**src/rtl/act_loader_if.sv**
```systemverilog
// rtl/act_loader_if.sv - usram read port and 64-bit output stream bundle for act_loader
interface act_loader_if #(
    parameter int AW = 16
) ();
    logic          rd_en;
    logic [AW-1:0] rd_addr;
    logic [63:0]   rd_rdata;
    logic          out_valid;
    logic          out_ready;
    logic [63:0]   out_data;
    logic          out_last;

    modport master (
        output rd_en, rd_addr, out_valid, out_data, out_last,
        input  rd_rdata, out_ready
    );

    modport slave (
        input  rd_en, rd_addr, out_valid, out_data, out_last,
        output rd_rdata, out_ready
    );
endinterface

```
**src/rtl/act_loader.sv**
```systemverilog
// rtl/act_loader.sv - fetches NUM_WORDS 64-bit usram words after a CSR start edge and streams them out
module act_loader #(
    parameter int NUM_WORDS = 64,
    parameter int AW        = 16
) (
    input  logic         clk,
    input  logic         rst_n,
    input  logic [31:0]  start,
    input  logic [31:0]  input_base,
    output logic         busy,
    output logic         load_done,
    act_loader_if.master bus
);
    localparam int            CW       = 17;
    localparam logic [CW-1:0] LAST_IDX = CW'(NUM_WORDS - 1);

    typedef enum logic [1:0] {IDLE, LOAD, DRAIN, DONE} state_t;
    state_t state, state_next;

    logic          start_nz;
    logic          start_q;
    logic          start_edge;
    logic [AW-1:0] base_q;
    logic [CW-1:0] issue_cnt;
    logic [CW-1:0] out_cnt;
    logic          rd_en_q;
    logic          credit;
    logic          pop;
    logic          flush;
    logic [63:0]   fifo_mem [2];
    logic          wr_ptr;
    logic          rd_ptr;
    logic [1:0]    fifo_count;
    logic [2:0]    occ_after;
    logic          unused_base_hi;

    assign start_nz       = (start != 32'd0);
    assign start_edge     = start_nz & ~start_q;
    assign unused_base_hi = ^input_base[31:AW];

    // Occupancy after this cycle's write-back and pop; a new read may only
    // issue if its word will still have a slot when it lands next cycle.
    assign pop       = bus.out_valid & bus.out_ready;
    assign occ_after = {1'b0, fifo_count} + {2'b00, rd_en_q} - {2'b00, pop};
    assign credit    = (occ_after <= 3'd1);

    assign bus.rd_en     = (state == LOAD) & credit;
    assign bus.rd_addr   = base_q + issue_cnt[AW-1:0];
    assign bus.out_valid = (fifo_count != 2'd0);
    assign bus.out_data  = fifo_mem[rd_ptr];
    assign bus.out_last  = bus.out_valid & (out_cnt == LAST_IDX);

    always_comb begin
        state_next = state;
        busy       = (state != IDLE);
        load_done  = (state == DONE);
        case (state)
            IDLE: begin
                if (start_edge) state_next = LOAD;
            end
            LOAD: begin
                if (!start_nz)                                 state_next = IDLE;
                else if (bus.rd_en && (issue_cnt == LAST_IDX)) state_next = DRAIN;
            end
            DRAIN: begin
                if (!start_nz)                  state_next = IDLE;
                else if (pop && bus.out_last)   state_next = DONE;
            end
            DONE:    state_next = IDLE;
            default: state_next = IDLE;
        endcase
    end

    // Any return to IDLE (abort or completion) empties the FIFO and drops
    // the read still in flight.
    assign flush = (state_next == IDLE);

    always_ff @(posedge clk) begin
        if (!rst_n) begin
            state   <= IDLE;
            start_q <= 1'b0;
            base_q  <= '0;
        end else begin
            state   <= state_next;
            start_q <= start_nz;
            if ((state == IDLE) && start_edge) base_q <= input_base[AW-1:0];
        end
    end

    always_ff @(posedge clk) begin
        if (!rst_n || flush || (state == IDLE)) begin
            issue_cnt  <= '0;
            out_cnt    <= '0;
            rd_en_q    <= 1'b0;
            wr_ptr     <= 1'b0;
            rd_ptr     <= 1'b0;
            fifo_count <= 2'd0;
        end else begin
            rd_en_q    <= bus.rd_en;
            issue_cnt  <= issue_cnt + CW'(bus.rd_en);
            out_cnt    <= out_cnt + CW'(pop);
            fifo_count <= occ_after[1:0];
            if (rd_en_q) wr_ptr <= ~wr_ptr;
            if (pop)     rd_ptr <= ~rd_ptr;
        end
    end

    always_ff @(posedge clk) begin
        if (!rst_n) begin
            fifo_mem[0] <= '0;
            fifo_mem[1] <= '0;
        end else if (rd_en_q && !flush) begin
            fifo_mem[wr_ptr] <= bus.rd_rdata;
        end
    end
endmodule

```
**src/flat_wrapper.sv**
```systemverilog
// flat-port wrapper written by rule: the top's interface ports become plain ports
module act_loader_flat 
#(
    parameter int NUM_WORDS = 64,
    parameter int AW        = 16
)
  (clk, rst_n, start, input_base, busy, load_done, bus_rd_en, bus_rd_addr, bus_out_valid, bus_out_data, bus_out_last, bus_rd_rdata, bus_out_ready);
  act_loader_if #(.AW(AW)) bus_i ();
  input  logic clk;
  input  logic rst_n;
  input  logic [31:0] start;
  input  logic [31:0] input_base;
  output logic busy;
  output logic load_done;
  output wire logic [$bits(bus_i.rd_en)-1:0] bus_rd_en;
  output wire logic [$bits(bus_i.rd_addr)-1:0] bus_rd_addr;
  output wire logic [$bits(bus_i.out_valid)-1:0] bus_out_valid;
  output wire logic [$bits(bus_i.out_data)-1:0] bus_out_data;
  output wire logic [$bits(bus_i.out_last)-1:0] bus_out_last;
  input wire logic [$bits(bus_i.rd_rdata)-1:0] bus_rd_rdata;
  input wire logic [$bits(bus_i.out_ready)-1:0] bus_out_ready;
  assign bus_rd_en = bus_i.rd_en;
  assign bus_rd_addr = bus_i.rd_addr;
  assign bus_out_valid = bus_i.out_valid;
  assign bus_out_data = bus_i.out_data;
  assign bus_out_last = bus_i.out_last;
  assign bus_i.rd_rdata = bus_rd_rdata;
  assign bus_i.out_ready = bus_out_ready;
  act_loader #(.NUM_WORDS(NUM_WORDS), .AW(AW)) u_core (.clk(clk), .rst_n(rst_n), .start(start), .input_base(input_base), .busy(busy), .load_done(load_done), .bus(bus_i));
endmodule
```
**config.mk**
```make
export PLATFORM = sky130hd
export DESIGN_NAME = act_loader_flat
export DESIGN_NICKNAME = d
export VERILOG_FILES = /design/src/rtl/act_loader_if.sv /design/src/rtl/act_loader.sv /design/src/flat_wrapper.sv
export SDC_FILE = /design/constraint.sdc
export NUM_CORES = 1
export LEC_CHECK = 0
export ABC_AREA = 1
export BUFFER_PORTS_ARGS = -buffer_cell sky130_fd_sc_hd__buf_2
export CAP_MARGIN = 10
export CELL_PAD_IN_SITES_DETAIL_PLACEMENT = 1
export CELL_PAD_IN_SITES_GLOBAL_PLACEMENT = 1
export CORE_MARGIN = 5
export CORE_UTILIZATION = 38
export CTS_BUF_LIST = sky130_fd_sc_hd__clkbuf_2 sky130_fd_sc_hd__clkbuf_4 sky130_fd_sc_hd__clkbuf_8
export CTS_CLUSTER_DIAMETER = 200
export DETAILED_ROUTE_END_ITERATION = 7
export PLACE_DENSITY_LB_ADDON = 0.1
export SYNTH_ARGS = -nofsm -noshare
export SYNTH_HDL_FRONTEND = slang
export SYNTH_SLANG_ARGS = --single-unit
export TNS_END_PERCENT = 20
```
**constraint.sdc**
```tcl
create_clock -name clk -period 4 [get_ports clk]
set_input_delay 0.6 -clock clk [delete_from_list [all_inputs] [get_ports clk]]
set_output_delay 0.6 -clock clk [all_outputs]
set_load 0.03 [all_outputs]
```
==> flow_summary.json, run 1 <==
{
  "status": "completed",
  "grt_pass1_wl_um": 33400,
  "viasPerCell": 4.58,
  "endpoint_kind": "primary output",
  "max_freq_mhz": 295,
  "syn_inst": 892,
  "diodes": 0,
  "reg2reg_slack_ps": 720,
  "synth.avg_cell_area_sq_um": 9.89,
  "synth-seq-area-share_pct": 57.0,
  "worstPathRequired_ps": 3400,
  "ant_nets": 0,
  "synthesis.area_sq_um": 8820,
  "cts_resized": 0,
  "skew_ps": 23.4,
  "critPathMaxFanout": 3,
  "synth_cell_types": 29,
  "grtUsageMet3_pct": 3.95,
  "crit_path_cell_trace": "ha_1 -> inv_1 -> fa_1 -> o21ai_0 -> a21oi_1 -> inv_1 -> nand2_1 -> nand2_1 -> nand2_1 -> nand2_1 -> xor2_1 -> buf_2",
  "seqCellArea_sq_um": 5030,
  "mostFrequentLayoutCell": "nor2_1",
  "place_hpwl_um": 15100,
  "synth_edf_count": 128,
  "ir_drop_mv": 0.168,
  "cts_tree": "yes",
  "numCtsBuffers": 17,
  "cts_sinks": 187,
  "place_ws_ps": 387,
  "slowest_stage": "dfxtp_1",
  "leakage_nw": 4.92,
  "gp_congestion": 0.741,
  "firstDrtPassIters": 4,
  "ys_ff_latch": 187,
  "post-route-period-util_pct": 84.6,
  "worstSetupPathType": "flip-flop to primary output",
  "fin_area_sq_um": 10600,
  "start_kind": "flip-flop",
  "die_h_um": 162,
  "clk_latency_ps": 470,
  "rows": 55,
  "grt-busiest-layer": "met2",
  "hold_buffers": 0,
  "hold_viol": 0,
  "tns_ps": 0,
  "synth_fp_nets": 1044,
  "rsz0062_at_grt": "false",
  "yosys_most_used_dff": "edfxtp_1",
  "clkTransAtPathRegs_ps": 110,
  "grt_pass1_vias": 6850,
  "p_per_area_nw_per_um2": 353,
  "worst-path-buf-inv": 3,
  "reg2regPathDepth": 19,
  "core_area_sq_um": 22800,
  "cpMostUsedCell": "nand2_1",
  "ioPinCount": 216,
  "holdWs_ps": 381,
  "nets": 1244,
  "worst_pin_slew_ps": 576,
  "async_flop_share_pct": 0,
  "whs_path_depth": 3,
  "cp.depth": 12,
  "route.vias.total": 6497,
  "drt_wl_total_um": 20800,
  "grtUsageMet1_pct": 18.9,
  "period_minus_slack_ps": 3380,
  "grt_antenna_before_repair": 0,
  "area_growth_pct": 19.9,
  "final_cell_mix": "nor2_1, buf_2, inv_1",
  "multi_input_area_sq_um": 3110,
  "fillers": 2672,
  "cts_setup_buffers": 0,
  "layout-drive-gt1-share_pct": 28.6,
  "initial_utilization_pct": 38.7,
  "grtUsageTotal_pct": 15.9,
  "cp_top_family": "adder cells",
  "max-cap-violations": 0,
  "clockBufferDepth": 2,
  "finalPower_mw": 3.74,
  "synth_warnings": 0,
  "dpl_cell_area_sq_um": 10200,
  "drt-wirelength-per-cell_um": 14.6,
  "arrival_ps": 2780,
  "report.final.slew_viol_count": 0,
  "h-tree-depth": 4,
  "grt_max_degree": 65,
  "slew_headroom_pct": 61.6,
  "finalSetupViolations": 0,
  "gr-total-overflow": 0,
  "setup_ws_ps": 615,
  "slowest_delay_ps": 410,
  "cts-root-buf": "clkbuf_8",
  "die_x_um": 162,
  "numPortBuffers": 199,
  "dieArea_sq_um": 26400,
  "hold_path_class": "primary input to flip-flop",
  "drc": 0,
  "use_met2_pct": 28.9,
  "drt_iter0_drc": 252
}
## where the power goes
part	switching (mW)	total, mW	internal [mW]
Combinational	0.225	0.351	0.126
Clock	0.775	1.25	0.475
Sequential	0.0190	2.13	2.12
## Yosys cell counts, types with 12 or more instances
cell type	count	area, sq um
xor2_1	32	280
ha_1	19	238
a21oi_1	16	80.1
nor2_1	253	950
nand2_1	79	297
inv_1	129	484
buf_6	12	135
o21ai_0	21	105
mux2_2	64	721
xnor2_1	15	131
edfxtp_1	128	3840
nand3_1	16	80.1
dfxtp_1	59	1180
## registers in the layout, indices dropped and copies added, names as in the netlist, 2 cells and up, named ones only
register	cells
u_core.state	2
u_core.fifo_count	2
u_core.out_cnt	17
u_core.issue_cnt	17
u_core.base_q	16
u_core.fifo_mem	128
## worst paths after layout
check / start / endpoint
worst max-delay path: u_core.issue_cnt[0]$_SDFF_PP0_ / bus_rd_addr[12]
worst min-delay path: input_base[6] / u_core.base_q[6]$_SDFFE_PN0P_
worst max register to register: u_core.fifo_count[1]$_SDFF_PP0_ / u_core.issue_cnt[16]$_SDFF_PP0_
worst min register to register: u_core.base_q[14]$_SDFFE_PN0P_ / u_core.base_q[14]$_SDFFE_PN0P_
## cell families after synthesis
group           after synthesis  synth area share, %
flops                       187                 57.0
fa+ha+maj                    21                 3.15
compound gates               43                 2.58
xor+xnor                     47                 4.67
buf+inv                     159                 7.87
simple gates                371                 16.6
mux                          64                 8.17
## routing by layer
| layer | routed length [um] | up-vias |
|---|---|---|
| met1 | 8860 | 3104 |
| met5 | 0 | - |
| li1 | - | 3240 |
| met2 | 10600 | 143 |
| met3 | 1110 | 10 |
| met4 | 174 | 0 |
## worst reg2reg max path: cells and delay by family (launching register included)
kind | cells | cell delay, ps
and+or+nand+nor | 12 | 1490
buffers and inverters | 2 | 150
xor gates and xnor gates | 1 | 150
adders and majority gates | 4 | 1000
DFF | 1 | 370
## per-stage QoR
step	cells	utilization (%)
CTS	1418	46.4
global route	1418	46.4
detailed placement	1386	44.7
floorplan	892	-
finish	1418	46.4
global placement	1386	44.7
## area by class of cell
type                            count  share of cell area, %
Sequential cell                   187                   47.5
Multi-Input combinational cell    546                   29.4
Timing Repair Buffer              210                   11.0
Inverter                          130                   4.61
Tap cell                          313                   3.70
Clock buffer                       17                   2.21
Clock inverter                     15                   1.57
Note: power is estimated with default switching activity, not from simulation.
==> run 2, diff against run 1 <==
clock period = 2.95 ns   (was 4 ns; I/O delays follow)
==> flow_summary.json, run 2 (synthesized netlist as in run 1, its figures left out) <==
{
  "hold_viol": 0,
  "clkTransAtPathRegs_ps": 110,
  "grtUsageTotal_pct": 16.2,
  "dpl_cell_area_sq_um": 10500,
  "instances_no_fill": 1471,
  "drt_iter0_drc": 218,
  "grt_antenna_before_repair": 0,
  "die_h_um": 162,
  "route.vias.total": 6673,
  "cts-root-buf": "clkbuf_8",
  "grt_pass1_wl_um": 34300,
  "fillers": 2641,
  "clockBufferDepth": 2,
  "gr-total-overflow": 0,
  "leakage_nw": 5.28,
  "gp_congestion": 0.755,
  "cts_sinks": 187,
  "h-tree-depth": 4,
  "skew_ps": 23.5,
  "ant_nets": 0,
  "layout-drive-gt1-share_pct": 35.5,
  "drc": 0,
  "hold_path_class": "primary input to flip-flop",
  "max-cap-violations": 0,
  "numCtsBuffers": 17,
  "firstDrtPassIters": 4,
  "drt-wirelength-per-cell_um": 15.2,
  "area_growth_pct": 30.3,
  "critPathMaxFanout": 8,
  "report.final.slew_viol_count": 0,
  "finalPower_mw": 5.09,
  "min_from": "input_base[5]",
  "max_freq_mhz": 352,
  "crit_start": "u_core.fifo_count[1]$_SDFF_PP0_",
  "p_per_area_nw_per_um2": 443,
  "start_kind": "flip-flop",
  "ioPinCount": 216,
  "drt_wl_total_um": 22400,
  "nets": 1298,
  "dp_cells": 1410,
  "regMostFlops": "u_core.fifo_mem",
  "slew_headroom_pct": 65.2,
  "period_minus_slack_ps": 2840,
  "ir_drop_mv": 0.239,
  "core_area_sq_um": 22800,
  "largest_reg_flops": 128,
  "hold_buffers": 0,
  "rows": 55,
  "dieArea_sq_um": 26400,
  "diodes": 0,
  "fin_area_sq_um": 11500,
  "worst_pin_slew_ps": 521,
  "endpoint_kind": "flip-flop",
  "reg.largest.list": "u_core.fifo_mem x128, u_core.issue_cnt x17, u_core.out_cnt x17",
  "post-route-period-util_pct": 96.2,
  "r2r-start": "u_core.fifo_count[1]$_SDFF_PP0_",
  "numPortBuffers": 199,
  "viasPerCell": 4.54,
  "die_x_um": 162,
  "worstPathRequired_ps": 3130,
  "finalSetupViolations": 0,
  "cts_tree": "yes",
  "worstSetupPathType": "flip-flop to flip-flop",
  "status": "completed",
  "arrival_ps": 3020,
  "final_cell_mix": "nor2_1, buf_2, edfxtp_1",
  "grt_max_degree": 49,
  "grt_pass1_vias": 7026,
  "place_hpwl_um": 15700,
  "mostFrequentLayoutCell": "nor2_1",
  "initial_utilization_pct": 38.7,
  "clk_latency_ps": 470,
  "rsz0062_at_grt": "true"
}
[run 2: changes by cell type in the layout (fill, tap and decap cells not counted), sizes merged]
cell	before	now
clkbuf	17	25
inv	138	137
buf	210	256
[run 2: area by class of cell]
cell class	count	area (sq um)	share of cell area [%]
clock buffer	17	234	2.04
sequential	187	5040	43.9
multi-input combinational	546	3370	29.3
inverter	130	493	4.29
tap	313	392	3.41
clock inverter	14	148	1.28
timing repair buffer	264	1820	15.8
[run 2: timing repair]
action,CTS,global route
buffers inserted,1,22
pin swaps,2,34
gates cloned,0,7
gates resized for setup,12,49
setup endpoints to repair,12,299
[run 2: path summary, 6_finish.rpt]
kind	slack (ps)	end	depth (start not counted)
hold / removal	220	u_core.base_q[5]$_SDFFE_PN0P_	3
hold reg to reg	500	u_core.base_q[12]$_SDFFE_PN0P_	2
setup reg to reg	110	u_core.fifo_mem[0][3]$_SDFFCE_PN0P_	19
setup / recovery	110	u_core.fifo_mem[0][3]$_SDFFCE_PN0P_	19
[run 2: metal layers]
layer  GRT usage (%)  share of wire (%)
met5               0                  0
met1            19.3                 43
met3            3.24                4.7
met2            29.4                 51
met4            4.69                1.4
[run 2: critical path: stages (launching register included)]
cell	delay, ps
dfxtp_4	400
nor2_4	40
nor2_4	100
nand2_2	60
buf_4	130
buf_4	120
fa_2	530
nor2_2	40
nand2_2	100
nor2_2	40
nand2_1	70
nand2_1	50
nand2_1	60
nand2_1	50
nand2_1	70
nand2_2	70
nand2_4	150
nand2_8	90
nand2_8	170
clkbuf_16	190
[run 2: power breakdown]
group	leakage [nW]	internal, mW	switching, mW	total, mW
Clock	0.194	0.629	1.03	1.66
Combinational	3.28	0.211	0.325	0.536
Sequential	1.81	2.87	0.0274	2.89
Total	5.28	3.71	1.38	5.09
[run 2: per-stage QoR]
step	hold slack [ps]	TNS, ps	worst slack (ps)	util [%]
6_report	222	0	111	50.5
5_1_grt	214	-2200	-109	50.5
4_1_cts	188	0	12.4	48.1
3_5_place_dp	482	-31860	-225	46.2
3_3_place_gp	469	-21060	-198	46.2
2_1_floorplan	459	0	1.09	-
